<file path="src/rtl/ext_llr_pipe_if.sv">
// Step/extrinsic stream bundle for ext_llr_pipe: input step handshake, output
// extrinsic handshake and the per-block saturation count.
interface ext_llr_pipe_if #(
  parameter int W     = 16,
  parameter int CNT_W = 16
);
  logic             in_valid;
  logic             in_ready;
  logic             in_last;
  logic [1:0]       in_scale;
  logic [8*W-1:0]   alpha;
  logic [8*W-1:0]   beta;
  logic [W-1:0]     m00, m01, m10, m11;
  logic [W-1:0]     systematic;
  logic             out_valid;
  logic             out_ready;
  logic [W-1:0]     out_ext;
  logic             out_last;
  logic [CNT_W-1:0] sat_cnt;

  modport master (
    output in_valid, in_last, in_scale, alpha, beta, m00, m01, m10, m11, systematic, out_ready,
    input  in_ready, out_valid, out_ext, out_last, sat_cnt
  );

  modport slave (
    input  in_valid, in_last, in_scale, alpha, beta, m00, m01, m10, m11, systematic, out_ready,
    output in_ready, out_valid, out_ext, out_last, sat_cnt
  );
endinterface

</file>
<file path="src/rtl/ext_llr_pipe.sv">
// 3-stage max-log-MAP extrinsic LLR pipeline with valid/ready, block framing and
// saturation counting. Define LOGMAP_CORR_EN to add the log-MAP max* correction.
module ext_llr_pipe #(
  parameter int W     = 16,
  parameter int CNT_W = 16
) (
  input logic           clk,
  input logic           rst_n,
  ext_llr_pipe_if.slave llr
);
  localparam int SW = W + 2;
  localparam logic signed [SW-1:0] MAXV = {3'b000, {(W-1){1'b1}}};
  localparam logic signed [SW-1:0] MINV = -MAXV;

  // Groups: 0=g00, 1=g01, 2=g11, 3=g10; (alpha, beta) state pairs per group.
  localparam int PA [4][4] = '{'{0, 1, 6, 7}, '{2, 3, 4, 5}, '{0, 1, 6, 7}, '{2, 3, 4, 5}};
  localparam int PB [4][4] = '{'{0, 4, 7, 3}, '{5, 1, 2, 6}, '{4, 0, 3, 7}, '{1, 5, 6, 2}};

  function automatic logic signed [SW-1:0] sx(input logic [W-1:0] v);
    return SW'($signed(v));
  endfunction

  function automatic logic clip(input logic signed [SW-1:0] x);
    return (x > MAXV) || (x < MINV);
  endfunction

  function automatic logic [W-1:0] sat(input logic signed [SW-1:0] x);
    logic signed [SW-1:0] y;
    y = (x > MAXV) ? MAXV : ((x < MINV) ? MINV : x);
    return y[W-1:0];
  endfunction

  function automatic logic [W-1:0] smax(input logic [W-1:0] a, input logic [W-1:0] b);
    return ($signed(a) > $signed(b)) ? a : b;
  endfunction

  function automatic logic signed [SW-1:0] maxf(input logic [W-1:0] x, input logic [W-1:0] y);
`ifdef LOGMAP_CORR_EN
    logic signed [W:0] df;
    logic [W:0]        d;
    logic [2:0]        c;
    df = (W+1)'($signed(x)) - (W+1)'($signed(y));
    d  = df[W] ? (W+1)'(-df) : df;
    // Q.3 approximation of ln(1 + exp(-d))
    if      (d <= (W+1)'(1))  c = 3'd5;
    else if (d <= (W+1)'(3))  c = 3'd4;
    else if (d <= (W+1)'(5))  c = 3'd3;
    else if (d <= (W+1)'(8))  c = 3'd2;
    else if (d <= (W+1)'(13)) c = 3'd1;
    else                      c = 3'd0;
    return sx(smax(x, y)) + $signed(SW'(c));
`else
    return sx(smax(x, y));
`endif
  endfunction

  logic       adv;
  logic [3:1] vld_q;

  // Stage 1
  logic [3:0][3:0][W-1:0] g_d, g_q;
  logic [3:0][W-1:0]      m_d, m_q;   // m00, m01, m11, m10 (group order)
  logic [W-1:0]           sys1_d, sys1_q;
  logic [1:0]             scale1_q;
  logic                   last1_q, sat1_d, sat1_q;
  // Stage 2
  logic [W-1:0]           l0_d, l0_q, l1_d, l1_q, sys2_q;
  logic [1:0]             scale2_q;
  logic                   last2_q, sat2_d, sat2_q;
  // Stage 3
  logic [W-1:0]           ext_d, ext_q;
  logic                   last3_q, sat3_d, sat3_q;
  // Block-level saturation count
  logic [CNT_W-1:0]       cnt_d, cnt_q, cnt_base;
  logic                   blk_end_d, blk_end_q;

  assign adv           = llr.out_ready | ~vld_q[3];
  assign llr.in_ready  = adv;
  assign llr.out_valid = vld_q[3];
  assign llr.out_ext   = ext_q;
  assign llr.out_last  = last3_q;
  assign llr.sat_cnt   = cnt_q;

  always_comb begin
    logic signed [SW-1:0] sum;
    logic [3:0][W-1:0]    min_br;
    sum    = '0;
    g_d    = '0;
    m_d    = '0;
    sat1_d = 1'b0;
    for (int g = 0; g < 4; g++) begin
      for (int k = 0; k < 4; k++) begin
        sum       = sx(llr.alpha[PA[g][k]*W +: W]) + sx(llr.beta[PB[g][k]*W +: W]);
        g_d[g][k] = sat(sum);
        sat1_d    = sat1_d | clip(sum);
      end
    end
    // Raw inputs pass through SAT too so the most negative code never gets registered
    min_br = {llr.m10, llr.m11, llr.m01, llr.m00};
    for (int i = 0; i < 4; i++) begin
      m_d[i] = sat(sx(min_br[i]));
      sat1_d = sat1_d | clip(sx(min_br[i]));
    end
    sys1_d = sat(sx(llr.systematic));
    sat1_d = sat1_d | clip(sx(llr.systematic));
  end

  always_comb begin
    logic [3:0][W-1:0]    br;
    logic [W-1:0]         mx;
    logic signed [SW-1:0] s;
    br     = '0;
    mx     = '0;
    s      = '0;
    sat2_d = sat1_q;
    for (int g = 0; g < 4; g++) begin
      mx     = smax(smax(g_q[g][0], g_q[g][1]), smax(g_q[g][2], g_q[g][3]));
      s      = sx(mx) + sx(m_q[g]);
      br[g]  = sat(s);
      sat2_d = sat2_d | clip(s);
    end
    s      = maxf(br[0], br[1]);
    l0_d   = sat(s);
    sat2_d = sat2_d | clip(s);
    s      = maxf(br[2], br[3]);
    l1_d   = sat(s);
    sat2_d = sat2_d | clip(s);
  end

  always_comb begin
    logic signed [SW-1:0] s;
    logic [W-1:0]         t;
    logic signed [W-1:0]  e;
    s      = sx(l0_q) + sx(sys2_q);
    t      = sat(s);
    sat3_d = sat2_q | clip(s);
    s      = sx(l1_q) - sx(t);
    e      = $signed(sat(s));
    sat3_d = sat3_d | clip(s);
    case (scale2_q)
      2'b00:   ext_d = e;
      2'b01:   ext_d = e - (e >>> 2);
      2'b10:   ext_d = e >>> 1;
      default: ext_d = e - (e >>> 3);
    endcase
  end

  always_ff @(posedge clk or negedge rst_n) begin
    if (!rst_n) begin
      vld_q    <= '0;
      g_q      <= '0;
      m_q      <= '0;
      sys1_q   <= '0;
      scale1_q <= '0;
      last1_q  <= 1'b0;
      sat1_q   <= 1'b0;
      l0_q     <= '0;
      l1_q     <= '0;
      sys2_q   <= '0;
      scale2_q <= '0;
      last2_q  <= 1'b0;
      sat2_q   <= 1'b0;
      ext_q    <= '0;
      last3_q  <= 1'b0;
      sat3_q   <= 1'b0;
    end else if (adv) begin
      vld_q    <= {vld_q[2:1], llr.in_valid};
      g_q      <= g_d;
      m_q      <= m_d;
      sys1_q   <= sys1_d;
      scale1_q <= llr.in_scale;
      last1_q  <= llr.in_last;
      sat1_q   <= sat1_d;
      l0_q     <= l0_d;
      l1_q     <= l1_d;
      sys2_q   <= sys1_q;
      scale2_q <= scale1_q;
      last2_q  <= last1_q;
      sat2_q   <= sat2_d;
      ext_q    <= ext_d;
      last3_q  <= last2_q;
      sat3_q   <= sat3_d;
    end
  end

  // Count restarts on the first accepted output following an accepted out_last.
  always_comb begin
    cnt_d     = cnt_q;
    blk_end_d = blk_end_q;
    cnt_base  = blk_end_q ? '0 : cnt_q;
    if (vld_q[3] && llr.out_ready) begin
      cnt_d     = (sat3_q && (cnt_base != '1)) ? cnt_base + CNT_W'(1) : cnt_base;
      blk_end_d = last3_q;
    end
  end

  always_ff @(posedge clk or negedge rst_n) begin
    if (!rst_n) begin
      cnt_q     <= '0;
      blk_end_q <= 1'b0;
    end else begin
      cnt_q     <= cnt_d;
      blk_end_q <= blk_end_d;
    end
  end
endmodule

</file>
<file path="src/flat_wrapper.sv">
// flat-port wrapper written by rule: the top's interface ports become plain ports
module ext_llr_pipe_flat 
#(
  parameter int W     = 16,
  parameter int CNT_W = 16
)
  (clk, rst_n, llr_in_valid, llr_in_last, llr_in_scale, llr_alpha, llr_beta, llr_m00, llr_m01, llr_m10, llr_m11, llr_systematic, llr_out_ready, llr_in_ready, llr_out_valid, llr_out_ext, llr_out_last, llr_sat_cnt);
  ext_llr_pipe_if #(.W(W), .CNT_W(CNT_W)) llr_i ();
  input logic clk;
  input logic rst_n;
  input wire logic [$bits(llr_i.in_valid)-1:0] llr_in_valid;
  input wire logic [$bits(llr_i.in_last)-1:0] llr_in_last;
  input wire logic [$bits(llr_i.in_scale)-1:0] llr_in_scale;
  input wire logic [$bits(llr_i.alpha)-1:0] llr_alpha;
  input wire logic [$bits(llr_i.beta)-1:0] llr_beta;
  input wire logic [$bits(llr_i.m00)-1:0] llr_m00;
  input wire logic [$bits(llr_i.m01)-1:0] llr_m01;
  input wire logic [$bits(llr_i.m10)-1:0] llr_m10;
  input wire logic [$bits(llr_i.m11)-1:0] llr_m11;
  input wire logic [$bits(llr_i.systematic)-1:0] llr_systematic;
  input wire logic [$bits(llr_i.out_ready)-1:0] llr_out_ready;
  output wire logic [$bits(llr_i.in_ready)-1:0] llr_in_ready;
  output wire logic [$bits(llr_i.out_valid)-1:0] llr_out_valid;
  output wire logic [$bits(llr_i.out_ext)-1:0] llr_out_ext;
  output wire logic [$bits(llr_i.out_last)-1:0] llr_out_last;
  output wire logic [$bits(llr_i.sat_cnt)-1:0] llr_sat_cnt;
  assign llr_i.in_valid = llr_in_valid;
  assign llr_i.in_last = llr_in_last;
  assign llr_i.in_scale = llr_in_scale;
  assign llr_i.alpha = llr_alpha;
  assign llr_i.beta = llr_beta;
  assign llr_i.m00 = llr_m00;
  assign llr_i.m01 = llr_m01;
  assign llr_i.m10 = llr_m10;
  assign llr_i.m11 = llr_m11;
  assign llr_i.systematic = llr_systematic;
  assign llr_i.out_ready = llr_out_ready;
  assign llr_in_ready = llr_i.in_ready;
  assign llr_out_valid = llr_i.out_valid;
  assign llr_out_ext = llr_i.out_ext;
  assign llr_out_last = llr_i.out_last;
  assign llr_sat_cnt = llr_i.sat_cnt;
  ext_llr_pipe #(.W(W), .CNT_W(CNT_W)) u_core (.clk(clk), .rst_n(rst_n), .llr(llr_i));
endmodule
</file>
<file path="config.mk">
export PLATFORM = sky130hd
export DESIGN_NAME = ext_llr_pipe_flat
export DESIGN_NICKNAME = d
export VERILOG_FILES = /design/src/rtl/ext_llr_pipe_if.sv /design/src/rtl/ext_llr_pipe.sv /design/src/flat_wrapper.sv
export SDC_FILE = /design/constraint.sdc
export NUM_CORES = 2
export LEC_CHECK = 0
export ABC_AREA = 1
export CORE_ASPECT_RATIO = 0.75
export CORE_UTILIZATION = 55
export CTS_BUF_LIST = sky130_fd_sc_hd__clkbuf_4
export CTS_CLUSTER_DIAMETER = 200
export DETAILED_ROUTE_END_ITERATION = 7
export GPL_ROUTABILITY_DRIVEN = 1
export PLACE_DENSITY = 0.76
export SLEW_MARGIN = 20
export SYNTH_ARGS = -nofsm -noshare
export SYNTH_HDL_FRONTEND = slang
export SYNTH_SLANG_ARGS = --single-unit
export TNS_END_PERCENT = 20
</file>
<file path="constraint.sdc">
create_clock -name clk -period 10.69 [get_ports clk]
set_clock_uncertainty 0.1 [all_clocks]
set_input_delay 2.138 -clock clk [delete_from_list [all_inputs] [get_ports clk]]
set_output_delay 2.138 -clock clk [all_outputs]
set_load 0.03 [all_outputs]
</file>
# --- Yosys cells after proc, flatten, opt, wreduce, memory -nomap -nowiden ---
# Index checks and enable logic that the tools add are counted.
word_totals:
  regBits: 430
  latchBits: 0
  ramBits: 0
  rom_bits: 0
  output_inout_bits: 35
  memories: 0
classes:
  addsub: 25
  mul: 0
  n_div: 0
  magnitude_cmp: 72
  eq_ne: 3
  n_shift: 0
  mux: 75
  n_bitwise: 30
  n_reduce_logical: 32
op_table:
  columns: ["operator", "n"]
  rows:
  - ["16-bit 2-to-1 mux", 74]
  - ["17-bit by 16-bit greater-than comparator with 1-bit output, second input constant", 22]
  - ["17-bit by 16-bit < comparator with 1-bit output, second input constant", 22]
  - ["16-bit by 16-bit adder with 17-bit output", 21]
  - ["16-bit greater-than comparator", 14]
  - ["16-bit greater-than comparator, second input constant", 7]
  - ["16-bit < comparator, second input constant", 7]
  - ["16-bit one-hot mux with 3 select lines", 1]
  - ["1-bit logical OR", 29]
  - ["1-bit OR", 29]
  - ["16-bit by 16-bit subtractor with 17-bit output", 1]
  - ["16-bit by 1-bit adder with 16-bit output, second input constant", 1]
  - ["16-bit != test, second input constant", 1]
  - ["16-bit by 13-bit subtractor with 16-bit output", 1]
  - ["16-bit by 14-bit subtractor with 16-bit output", 1]
  - ["2-bit by 1-bit equality test with 1-bit output, second input constant", 1]
  - ["2-bit equality test, second input constant", 1]
  - ["1-bit logical AND", 2]
  - ["2-bit zero test", 1]
  - ["1-bit NOT", 1]

# --- Longest topological paths before layout ---
depth:
  ltp_word: 23
  mapped_depth: 63
  ltp_nobuf: 60

# --- Least setup slack after synthesis ---
# Ideal clock, no wire load.
synth_path:
  path_type: "register to register"
  startpoint: "reg u_core.g_q[3] (netlist name)"
  endpoint: "reg u_core.l0_q[1]"
  setup_time_ns: 0.066
  arrival_ns: 8.298
  required_time_ns: 10.524
  slack_ns: 2.226
  stages_incl_launch_ff: 56
  period_less_slack_ns: 8.464
  cell_sequence: "dfrtp_1 > ha_1 > a21o_1 > a31oi_1 > o211ai_1 > nand2_1 > nand2_1 > a2111o_1 > nand3_1 > clkbuf_1 > nand2_1 > o21a_1 > ha_1 > nand2_1 > inv_1 > nand3_1 > nor3_1 > nand2_1 > [20 not listed] > inv_1 > ha_1 > nand2_1 > o21a_1 > o211ai_1 > nand2_1 > o2111ai_1 > xnor2_1 > nand2_1 > inv_1 > clkbuf_1 > nand2_1 > o21ai_0 > ha_1 > nor2_1 > buf_2 > nand3_1 > nand2_1"
synth_between:
  elab_chain_len: 13
synth_lines:
  columns: ["element", "line_no", "source"]
  rows:
  - ["start: declaration", "ext_llr_pipe.sv:61", "logic [3:0][3:0][W-1:0] g_d, g_q;"]
  - ["start signal: assignment", "ext_llr_pipe.sv:168", "g_q <= g_d;"]
  - ["16-bit greater-than comparator", "ext_llr_pipe.sv:34", "return ($signed(a) > $signed(b)) ? a : b;"]
  - ["16-bit 2-to-1 mux (*)", "ext_llr_pipe.sv:34", null]
  - ["16-bit greater-than comparator", "ext_llr_pipe.sv:34", null]
  - ["16-bit 2-to-1 mux (*)", "ext_llr_pipe.sv:34", null]
  - ["16-bit by 16-bit adder with 17-bit output (*)", "ext_llr_pipe.sv:118", "s = sx(mx) + sx(m_q[g]);"]
  - ["17-bit by 16-bit < comparator with 1-bit output", "ext_llr_pipe.sv:29", "y = (x > MAXV) ? MAXV : ((x < MINV) ? MINV : x);"]
  - ["16-bit 2-to-1 mux", "ext_llr_pipe.sv:29", null]
  - ["16-bit 2-to-1 mux (*)", "ext_llr_pipe.sv:29", null]
  - ["16-bit greater-than comparator", "ext_llr_pipe.sv:34", null]
  - ["16-bit 2-to-1 mux (*)", "ext_llr_pipe.sv:34", null]
  - ["16-bit < comparator", "ext_llr_pipe.sv:29", null]
  - ["16-bit 2-to-1 mux", "ext_llr_pipe.sv:29", null]
  - ["16-bit 2-to-1 mux (*)", "ext_llr_pipe.sv:29", null]
  - ["end signal: assignment", "ext_llr_pipe.sv:174", "l0_q <= l0_d;"]
  - ["end: declaration", "ext_llr_pipe.sv:67", "logic [W-1:0] l0_d, l0_q, l1_d, l1_q, sys2_q;"]
# Mark *: on every way between the ends. The rest lies on a longest branch, timed or not.
# A chain may end at the register's enable or synchronous reset.

# --- Worst setup path after layout ---
layout_path:
  startpoint: "reg u_core.g_q[1] (netlist name)"
  endpoint: "reg u_core.l0_q[3]"
# Same word-level chain as after synthesis.

==> results.toml <==
[worst_setup_path]
critPathRequiredTime_ns = 11.44
cp_common_cell = "nand2_1"
critPathKind = "register to register"
r2r_end = "u_core.l0_q[3]"
ff2ff_path_depth = 49
crit_arrival_ns = 10.86
slowest_stage = "o21ai_0"
startpoint_type = "register"
r2r-start = "u_core.g_q[1]"
reg2reg_slack_ns = 0.58
startpoint = "u_core.g_q[1]"
crit_path_end_kind = "register"
crit_fanout = 19
cpPeakStageDelay_ns = 0.78

[die]
rows = 90
dieArea_mm2 = 0.0838
die_w_um = 334
fp.dieH_um = 251
core_area_mm2 = 0.0811
pin_count = 378
initial_utilization = 0.561

[place]
place.gp.congestion = 1.05
post_dp_cell_area_mm2 = 0.0502
hpwl_mm = 132
portBuffers = 377
dp_cells = 8034

[synthesis]
synthTopCellsByArea = "dfrtp_1, ha_1, nand2_1"
synth_compound_area_frac = 0.190
synth-simple-area-share = 0.265
yosys.area.top_type = "dfrtp_1"
synth_xor_area_frac = 0.0468
synth.distinct_cells = 72
synthFlopType = "dfrtp_1"
yosysSeqAreaShare = 0.237
yosysMostFrequentCell = "nand2_1"
avgSynthCellArea_um2 = 6.78
synth_top_area_frac = 0.237
synth_area_mm2 = 0.0455
synth_top_family_by_area = "simple AND/OR/NAND/NOR gates"
ys_ff_latch = 430
synth_mux_area_frac = 0.000248
synthTopCellsByCount = "nand2_1, inv_1, a21oi_1"
synth_nets = 7673
syn_inst = 6708
async_flop_share = 1.00
synthAdderAreaFrac = 0.175
synth-edff-count = 0
ys_warn_count = 0

[clock_tree]
path_clk_slew_ns = 0.08
hold_buffers = 0
cts_root_buf = "clkbuf_4"
cts_made_buffers = 108
cts.sinks = 430
cts_tree = "built"
h-tree-depth = 3
clk-insertion-delay-late_ns = 0.96
clk_path_buf_depth = 3

[layout]
design_area_mm2 = 0.0517
stdcell_count = 8232
area_growth_pct = 13.7
fin_nets = 8052
drive_gt1_frac = 0.0471

[route]
drtPass1Iterations = 8
vias_per_cell = 5.82
wl_per_cell_um = 19.3
drc = 0
drt_iter0_drc = 5510
totalWireLength_mm = 159
route.vias.total = 47900
drtAntennaViolNets = 0

[min_path]
holdPathStages = 1
hp-class = "register to register"
whs_endpoint = "u_core.vld_q[3]"
hp-start = "u_core.vld_q[2]"

[global_routing]
antenna_found_initial = 5
grt_pass1_wl_mm = 245
overflow = 0
grt_pass1_vias = 43600
grtUsageTotal = 0.370
grt_max_degree = 166

[timing]
timing_hold_violations_final = 0
period_needed_ns = 10.11
tightest_slew_ns = 1.10
slew_headroom = 0.269
setup_viol = 0
maxSlewViolCount = 0
max_freq_mhz = 98.9
min_period_over_period = 0.946
hold_slack_ns = 0.389

[run]
drv_cap = 0

[run_status]
status = "finished clean"
-- cell type report --
class	count	area, um^2
Clock inverter	48	313
Tap cell	1058	1320
Clock buffer	145	1090
Sequential cell	430	10800
Fill cell	7626	29400
Antenna cell	4	10.0
Multi-Input combinational cell	5256	30800
Inverter	868	3270
Timing Repair Buffer	423	4140
-- cell families (layout without fill, tap and decap cells) --
| logic type | Yosys count | in the layout |
|---|---|---|
| muxes | 1 | 1 |
| other | 0 | 4 |
| buffers and inverters | 1023 | 1484 |
| and+or+nand+nor | 2869 | 2869 |
| xor gates and xnor gates | 241 | 241 |
| adders and majority gates | 622 | 622 |
| AOI/OAI and AO/OA | 1522 | 1523 |
| DFF | 430 | 430 |
-- state kept, by name (all words and copies together), names as in the netlist --
register             flops
u_core.l1_q             16
u_core.last1_q           1
u_core.sys2_q           16
u_core.last2_q           1
u_core.sat2_q            1
u_core.vld_q             3
u_core.sat3_q            1
u_core.llr.sat_cnt      16
u_core.scale1_q          2
u_core.llr.out_ext      16
u_core.llr.out_last      1
u_core.sys1_q           16
u_core.sat1_q            1
u_core.m_q              64
u_core.g_q             256
u_core.scale2_q          2
u_core.l0_q             16
u_core.blk_end_q         1
-- per-layer routing --
layer / track usage / share of wire / up-vias
met5: 0 / 0 / -
met4: 0.0789 / 0.018 / 0
met3: 0.0795 / 0.11 / 187
met2: 0.510 / 0.39 / 2183
met1: 0.580 / 0.48 / 22300
li1: - / - / 23300
-- worst max path at each step --
stage,to,slack [ns],cells past startpoint
2_1_floorplan,u_core.l0_q[1],2.23,55
3_3_place_gp,u_core.l0_q[3],0.54,51
3_5_place_dp,u_core.l0_q[3],0.55,52
4_1_cts,u_core.l0_q[3],0.43,52
5_1_grt,u_core.sat2_q,-0.02,50
6_report,u_core.l0_q[3],0.58,49
-- worst max-delay path: cells and delay by family, from the launching register on --
| family | cells | cell delay (ns) |
|---|---|---|
| flops | 1 | 0.42 |
| xor+xnor | 2 | 0.42 |
| fa+ha+maj | 6 | 1.88 |
| simple gates | 18 | 2.59 |
| compound gates | 17 | 3.76 |
| buf+inv | 6 | 0.82 |
-- layout by cell type (no fill, tap or decap), types with 23 or more instances in the layout --
cell	count
a21o_1	25
inv_1	844
o21ai_1	63
nor2_1	449
o21ai_0	491
fa_1	23
clkbuf_4	145
o211ai_1	25
a21oi_1	607
nor4_1	31
buf_4	45
o21bai_1	31
nand2_1	1728
a22oi_1	65
dfrtp_1	430
o21a_1	40
ha_1	599
nand3_1	357
nand3b_1	43
nand2_2	28
nand4_1	75
xor2_1	175
a31oi_1	35
clkinv_1	34
clkdlybuf4s50_1	376
nor3_1	100
xnor2_1	64
-- per-stage QoR --
stage                     TNS (ns)  utilization  setup slack [ns]
after floorplan                  0            -              2.23
after global placement           0        0.620             0.541
after detailed placement         0        0.620             0.554
after CTS                        0        0.637             0.433
after global routing       -0.0240        0.638           -0.0240
final                            0        0.638             0.578
-- repair_timing --
action	CTS	global route
endpoints found under the hold margin	0	0
buffers inserted	0	0
endpoints found under the setup margin	0	17
gates resized for setup	0	29
Power is not shown: default switching activity piles up to over one toggle a cycle in this logic, so the estimate is an artifact.
